### config.mk
export PLATFORM = sky130hd
export DESIGN_NAME = spi_multi_sequence_detector
export DESIGN_NICKNAME = d
export VERILOG_FILES = /design/src/rtl/spi_multi_sequence_detector.sv
export SDC_FILE = /design/constraint.sdc
export NUM_CORES = 1
export LEC_CHECK = 0
export CAP_MARGIN = 20
export CELL_PAD_IN_SITES_DETAIL_PLACEMENT = 2
export CELL_PAD_IN_SITES_GLOBAL_PLACEMENT = 2
export CORE_ASPECT_RATIO = 0.5
export CORE_MARGIN = 4
export CORE_UTILIZATION = 37
export CTS_BUF_LIST = sky130_fd_sc_hd__clkbuf_4 sky130_fd_sc_hd__clkbuf_8 sky130_fd_sc_hd__clkbuf_16
export CTS_CLUSTER_SIZE = 20
export DETAILED_ROUTE_END_ITERATION = 6
export GPL_TIMING_DRIVEN = 0
export HOLD_SLACK_MARGIN = 0.05
export PLACE_DENSITY = 0.89
export SYNTH_ARGS = -nofsm -noshare
export SYNTH_HDL_FRONTEND = slang
export SYNTH_SLANG_ARGS = --single-unit
### constraint.sdc
create_clock -name clk -period 2.61 [get_ports clk]
set_input_delay 0.3915 -clock clk [delete_from_list [all_inputs] [get_ports clk]]
set_output_delay 0.3915 -clock clk [all_outputs]
set_load 0.01 [all_outputs]
### src/rtl/spi_multi_sequence_detector.sv
// Passive SPI sniffer: compares the sampled bit stream against NUM_KEYS fixed keys
// in any SPI mode, MSB- or LSB-first, and pulses match with the lowest matching key index.
module spi_multi_sequence_detector #(
  parameter int KEY_SIZE = 64,
  parameter int NUM_KEYS = 2,
  parameter logic [NUM_KEYS*KEY_SIZE-1:0] KEYS = {64'hA5A55A5AC3C33C3C, 64'h929d9a9b2935a265},
  parameter int COUNT_WIDTH = 16,
  localparam int ID_W = (NUM_KEYS > 1) ? $clog2(NUM_KEYS) : 1,
  localparam int CNT_W = $clog2(KEY_SIZE + 1)
) (
  input  logic                   clk,
  input  logic                   rst,
  input  logic                   sclk,
  input  logic                   sin,
  input  logic                   cs_n,
  input  logic [1:0]             mode,
  input  logic                   lsb_first,
  input  logic                   count_clear,
  output logic                   match,
  output logic [ID_W-1:0]        match_id,
  output logic [NUM_KEYS-1:0]    match_vec,
  output logic [COUNT_WIDTH-1:0] match_count
);

  logic                sclk_prev_q;
  logic                armed_q;
  logic                active_q;
  logic [1:0]          mode_l_q;
  logic                lsb_l_q;
  logic [KEY_SIZE-1:0] shift_q;
  logic [CNT_W-1:0]    bit_cnt_q;

  logic                lead_edge;
  logic                trail_edge;
  logic                sample_edge;
  logic                full;
  logic [CNT_W:0]      cnt_inc;
  logic [KEY_SIZE-1:0] shift_d;
  logic [KEY_SIZE-1:0] key;
  logic [NUM_KEYS-1:0] hit;
  logic [ID_W-1:0]     hit_id;

  function automatic logic [KEY_SIZE-1:0] bit_rev(input logic [KEY_SIZE-1:0] v);
    logic [KEY_SIZE-1:0] r;
    r = '0;
    for (int b = 0; b < KEY_SIZE; b++) r[b] = v[KEY_SIZE-1-b];
    return r;
  endfunction

  always_comb begin
    lead_edge   = (sclk_prev_q == mode_l_q[1]) && (sclk != mode_l_q[1]);
    trail_edge  = (sclk_prev_q != mode_l_q[1]) && (sclk == mode_l_q[1]);
    // active_q is low on the cs_n-fall cycle and after reset until a fresh fall.
    sample_edge = !cs_n && active_q && (mode_l_q[0] ? trail_edge : lead_edge);
    shift_d     = lsb_l_q ? {sin, shift_q[KEY_SIZE-1:1]} : {shift_q[KEY_SIZE-2:0], sin};
    cnt_inc     = {1'b0, bit_cnt_q} + (CNT_W+1)'(1);
    full        = cnt_inc >= (CNT_W+1)'(KEY_SIZE);
    key         = '0;
    hit         = '0;
    for (int i = 0; i < NUM_KEYS; i++) begin
      key    = KEYS[i*KEY_SIZE +: KEY_SIZE];
      hit[i] = full && (shift_d == (lsb_l_q ? bit_rev(key) : key));
    end
    hit_id = '0;
    for (int i = NUM_KEYS - 1; i >= 0; i--) begin
      if (hit[i]) hit_id = ID_W'(i);
    end
  end

  always_ff @(posedge clk) begin
    if (rst) begin
      sclk_prev_q <= 1'b0;
      armed_q     <= 1'b0;
      active_q    <= 1'b0;
      mode_l_q    <= 2'b00;
      lsb_l_q     <= 1'b0;
      shift_q     <= '0;
      bit_cnt_q   <= '0;
      match       <= 1'b0;
      match_id    <= '0;
      match_vec   <= '0;
      match_count <= '0;
    end else begin
      sclk_prev_q <= sclk;
      armed_q     <= cs_n;
      active_q    <= !cs_n && (active_q || armed_q);
      if (cs_n) begin
        mode_l_q  <= mode;
        lsb_l_q   <= lsb_first;
        shift_q   <= '0;
        bit_cnt_q <= '0;
      end else if (sample_edge) begin
        shift_q <= shift_d;
        if (bit_cnt_q != CNT_W'(KEY_SIZE)) bit_cnt_q <= bit_cnt_q + CNT_W'(1);
      end
      match     <= sample_edge && (|hit);
      match_vec <= sample_edge ? hit : '0;
      if (sample_edge && (|hit)) match_id <= hit_id;
      if (count_clear) match_count <= '0;
      else if (match && !(&match_count)) match_count <= match_count + COUNT_WIDTH'(1);
    end
  end

endmodule

==> After elaboration in Yosys (flattened, before gate mapping) <==
Index checks and enable logic that the tools add are counted.
{ "word_totals": {"reg_bits": 97, "inputBits": 9, "out_inout_bits": 20, "word_cells": 47} }
{ "classes": {"n_addsub": 3, "order_cmp": 1, "n_eq_ne": 7, "n_mux": 6, "bitwise_logic": 1, "n_reduce_logical": 18} }
{ "ops": {"columns": ["operator", "n"], "rows": [
  ["$eq 64x64->1", 2],
  ["$mux 64", 2],
  ["$mux 62", 1],
  ["$add 16x1->16 const B", 1],
  ["$reduce_and 16->1", 1],
  ["$logic_and 1x1->1", 9],
  ["$add 7x1->8 const B", 1],
  ["$ge 8x7->1 const B", 1],
  ["$reduce_or 2->1", 4],
  ["$add 7x1->7 const B", 1],
  ["$ne 7x7->1 const B", 1],
  ["$mux 1", 3],
  ["$eq 1x1->1", 2],
  ["$logic_not 1->1", 2],
  ["$ne 1x1->1", 2],
  ["$reduce_and 2->1", 1],
  ["$logic_or 1x1->1", 1],
  ["$not 1->1", 1]
]} }

==> Depth between registers and ports, before layout <==
{ "depth": {"ltp_word": 6, "mapped_depth": 8, "mapped_depth_nobuf": 7} }

==> Worst setup path after synthesis <==
OpenSTA, ideal clock, no wires.
{ "synth_path": {"path_kind": "reg2reg", "from": "register match_count[0]", "to": "register match_count[5]", "setup_time_ns": 0.128, "t_arrival_ns": 1.872, "t_required_ns": 2.482, "setup_slack_ns": 0.610, "path_stages_with_launch": 9, "n_path_buf": 1, "period_less_slack_ns": 2.000, "cell_sequence": "dfxtp_1 > ha_1 > inv_1 > or4b_1 > o21a_1 > clkbuf_1 > nand4_1 > xor2_1 > nor2_1"} }
{ "synth_between": {"elab_chain_len": 3, "word_cells_on_any_way": 4, "classes_between": "add/sub: 1; reduce/logical: 3"} }
{ "synth_lines": {"columns": ["element", "line", "text"], "rows": [
  ["start: declaration", "22", "output logic [COUNT_WIDTH-1:0] match_count"],
  ["start signal: assignment", "100", "else if (match && !(&match_count)) match_count <= match_count + COUNT_WIDTH'(1);"],
  ["branches (longest 3 deep; another with $add 16x1->16)", null, null]
]} }
Parallel ways; which one is timed is not known.
A chain may end at the register's enable or synchronous reset.

==> Worst setup path after layout <==
{ "layout_path": {"from": "register mode_l_q[1]", "to": "register shift_q[4]"} }
{ "layout_between": {"elab_chain_len": 4, "word_cells_on_any_way": 8, "classes_between": "eq/ne: 4; mux: 1; reduce/logical: 3"} }
{ "layout_lines": {"columns": ["element", "line", "text"], "rows": [
  ["start: declaration", "28", "logic [1:0] mode_l_q;"],
  ["start signal: assignment", "88", "mode_l_q <= mode;"],
  ["$eq 1x1->1, or another cell as far along", "51", "lead_edge = (sclk_prev_q == mode_l_q[1]) && (sclk != mode_l_q[1]);"],
  ["$logic_and 1x1->1, on equally long branches", "51, 52", null],
  ["$mux 1 (*)", "54", "sample_edge = !cs_n && active_q && (mode_l_q[0] ? trail_edge : lead_edge);"],
  ["$logic_and 1x1->1 (*)", "54", null],
  ["end signal: assignment", "93", "shift_q <= shift_d;"],
  ["end: declaration", "30", "logic [KEY_SIZE-1:0] shift_q;"]
]} }
Every way passes the cells marked *; elsewhere a longest branch is shown, timed or not.

==> results.cfg <==
[global_routing]
grt_pass1_wl_um = 30700
grt_usage_pct = 24.9
grt_max_degree = 19
grt_pass1_vias = 5176
overflow = 0
antenna_found_initial = 0

[synth]
synth-simple-area-share_pct = 25.1
ys_ff_latch = 97
syn_nets = 577
synth_edf_count = 0
ys_types = 68
synth_seq_area_share_pct = 38.5
synthMuxAreaShare_pct = 12.3
synth_xor_area_share_pct = 3.65
syn_inst = 565
synth_warnings = 0
synth_top_family_by_area = simple AND/OR/NAND/NOR gates
synth_compound_area_share_pct = 14.5
ys.flop_type = dfxtp_1
ys_async_sr_fraction_pct = 0
synth_area_um2 = 5040
avgSynthCellArea_um2 = 8.92
synth_fa_ha_area_share_pct = 0.745

[final_layout]
drive_gt1_share_pct = 8.06
num-fill-cells = 1390
fin_nets = 615
insertedDiodeCount = 0
area_delta_synth_final_pct = 16.1
fin_cells = 778

[clock_network]
cts_tree = done
post-cts-setup-buffer-count = 0
cts.sinks = 97
htreeDepth = 3
clk_latency_ps = 350
clkSlewWorstSetupHoldPaths_ps = 80
clock_path_buffers = 2
cts_root_buf = clkbuf_16
cts_made_buffers = 9

[status]
outcome = completed

[timing]
slew_headroom_pct = 53.6
setup_viol = 0
fmax_mhz = 402
clock_skew_ps = 9.02
finalHoldViolations = 0
setup_slack_ps = 120
tightestPinTransition_ps = 696
rsz0062_at_grt = no
slew_violations = 0
timing.final.crit_share_pct = 95.4
finalCriticalPeriod_ps = 2490

[power_and_ir_drop]
p_per_area_nw_per_um2 = 531
p_int_w = 0.00232
combPwrFrac_pct = 5.9
p_switching_w = 0.000787
irDropWorstVdd_v = 0.000339
power_leakage_nw = 1.77
p_seq_share_pct = 48.4
clkPwrFrac_pct = 45.7
sw_frac_of_total_pct = 25.3

[placement]
post-place-ws_ps = -435
dp_hpwl_um = 14100
port_buffers = 27
gp_congestion = 0.962
dpl.cell_count = 762

[routing]
post_drt_wl_per_cell_um = 25.8
drtIter0Drc = 468
via_count = 4932
vias_per_cell = 6.34
detail-route-antenna-nets = 0
drt-pass1-iter-count = 5
drc = 0
routed_wl_um = 20100

[floorplanning]
die_area_um2 = 15700
start_util_pct = 38.8
die_h_um = 90.5
num_io_pins = 29
core_area_um2 = 13000
rows = 29
die_w_um = 173

[worst_setup_path]
max_stage_delay_ps = 480
r2r_slack_ps = 120
critPathMostFrequentCell = buf_2
crit_arrival_ps = 2680
r2r-end = shift_q[4]$_SDFFE_PP0P_
path_cells = xnor2_1 > mux2i_1 > and3b_1 > buf_2 > buf_2 > clkbuf_1 > a211oi_1
r2r-start = mode_l_q[1]$_SDFFE_PP0P_
end_kind = flop
crit_start = mode_l_q[1]$_SDFFE_PP0P_
rr_worst_depth = 7
cp_max_fo = 10
required_ps = 2800
cp-start-kind = flop
slowest_stage = clkbuf_1
path_class = flop to flop

[worst_hold_path]
worstHoldStart = armed_q$_SDFF_PP0_
hold_path.class = flop to flop
holdPathEnd = active_q$_SDFF_PP0_
hold_depth = 2

[run]
maxCapViolations = 0
-- kinds of logic after synthesis --
logic type	count (synthesis)
AND/OR/NAND/NOR	234
flip-flops	97
AO/OA/AOI/OAI	96
multiplexers	62
buffers and inverters	52
XOR/XNOR	21
adder cells (fa/ha/maj)	3
-- worst max-delay path by stage --
stage / to / slack [ps] / cells past startpoint
after floorplan: match_count[5]$_SDFFE_PP0P_ / 610 / 8
after global placement: shift_q[58]$_SDFFE_PP0P_ / -300 / 8
final: shift_q[4]$_SDFFE_PP0P_ / 120 / 7
after global routing: match$_SDFF_PP0_ / 10 / 8
after CTS: match_id$_SDFFE_PP0P_ / 20 / 7
after detailed placement: shift_q[4]$_SDFFE_PP0P_ / -440 / 8
-- sequential cells by signal, summed over array words and instances (netlist names), 2 cells and up --
signal,cells
shift_q,64
match_count,16
bit_cnt_q,7
match_vec,2
mode_l_q,2
-- stage by stage --
| step | hold slack, ps | area, um^2 | utilization (%) | TNS, ps | power, W |
|---|---|---|---|---|---|
| after floorplan | 411 | 5040 | - | 0 | 0.00166 |
| after global placement | 423 | 5520 | 42.5 | -12940 | 0.00171 |
| after detailed placement | 467 | 5520 | 42.5 | -18410 | 0.00172 |
| after CTS | 467 | 5830 | 44.9 | 0 | 0.00312 |
| after global routing | 496 | 5850 | 45.0 | 0 | 0.00320 |
| final | 470 | 5850 | 45.0 | 0 | 0.00311 |
-- cell type report --
cell class | instances | area, um^2 | share of cell area [%]
Inverter | 12 | 45.0 | 0.770
Multi-Input combinational cell | 416 | 2850 | 48.8
Clock buffer | 9 | 225 | 3.85
Buffer | 40 | 216 | 3.70
Timing Repair Buffer | 27 | 270 | 4.62
Clock inverter | 7 | 86.3 | 1.48
Sequential cell | 97 | 1940 | 33.2
Tap cell | 170 | 213 | 3.63
-- synth_stat cells, drive strengths merged, types with 3 or more instances --
master / number / area, um^2
nor2: 101 / 379
dfxtp: 97 / 1940
mux2i: 62 / 621
a211oi: 58 / 440
clkbuf: 24 / 100
nand2: 22 / 82.6
buf: 16 / 113
nand4: 14 / 93.8
xor2: 13 / 114
inv: 12 / 45.0
nor4b: 11 / 103
nor3: 10 / 50.1
nand2b: 9 / 63.8
nand3: 9 / 45.0
nor4: 9 / 56.3
and3: 8 / 50.1
xnor2: 8 / 70.1
a311oi: 7 / 61.3
nand4b: 5 / 43.8
o21ai: 5 / 25.0
o22ai: 5 / 31.3
a21oi: 4 / 20.0
and4: 4 / 36.3
nand3b: 4 / 30.0
nor3b: 4 / 30.0
ha: 3 / 37.5
nor2b: 3 / 18.8
nor4bb: 3 / 30.0
or2: 3 / 18.8
or3: 3 / 18.8
or3b: 3 / 26.3
-- layer usage --
layer / vias to the layer above / share of wire, % / GRT usage, %
met3: 69 / 7.3 / 6.23
met5: - / 0 / 0
li1: 2157 / - / -
met1: 2465 / 43 / 31.8
met4: 0 / 2.3 / 6.77
met2: 241 / 47 / 42.0
-- worst max-delay path: cells and delay by family (launching register included) --
family / cells / cell delay [ps]
buf+inv: 3 / 1010
xor+xnor: 1 / 230
compound gates: 1 / 220
mux: 1 / 320
simple gates: 1 / 200
flops: 1 / 340
-- placed cells by master, fill, tap and decap left out, types with 7 or more instances in the layout --
cell type / count
nor2_1: 101
dfxtp_1: 97
mux2i_1: 62
a211oi_1: 57
clkdlybuf4s50_1: 27
nand2_1: 22
clkbuf_1: 20
xor2_1: 13
nand4_1: 13
inv_1: 11
buf_2: 10
nor4b_1: 10
nor3_1: 10
nand3_1: 9
clkbuf_16: 9
nand2b_1: 8
xnor2_1: 8
and3_1: 8
nor4_1: 8
a311oi_1: 7
-- repair_timing --
| action | 4_1_cts | 5_1_grt |
|---|---|---|
| gates resized for setup | 1 | 7 |
| pin swaps | 0 | 0 |
| cloned | 0 | 0 |
| setup endpoints to repair | 13 | 17 |
| hold buffers | 0 | 0 |
-- power by group through the flow --
stage / clock network (W) / registers (W) / logic, W
2_1_floorplan: 0 / 0.00153 / 0.000125
3_3_place_gp: 0 / 0.00154 / 0.000172
3_5_place_dp: 0 / 0.00154 / 0.000180
5_1_grt: 0.00150 / 0.00150 / 0.000194
6_report: 0.00142 / 0.00150 / 0.000184
4_1_cts: 0.00143 / 0.00150 / 0.000181
Power figures use the tool's default switching activity.
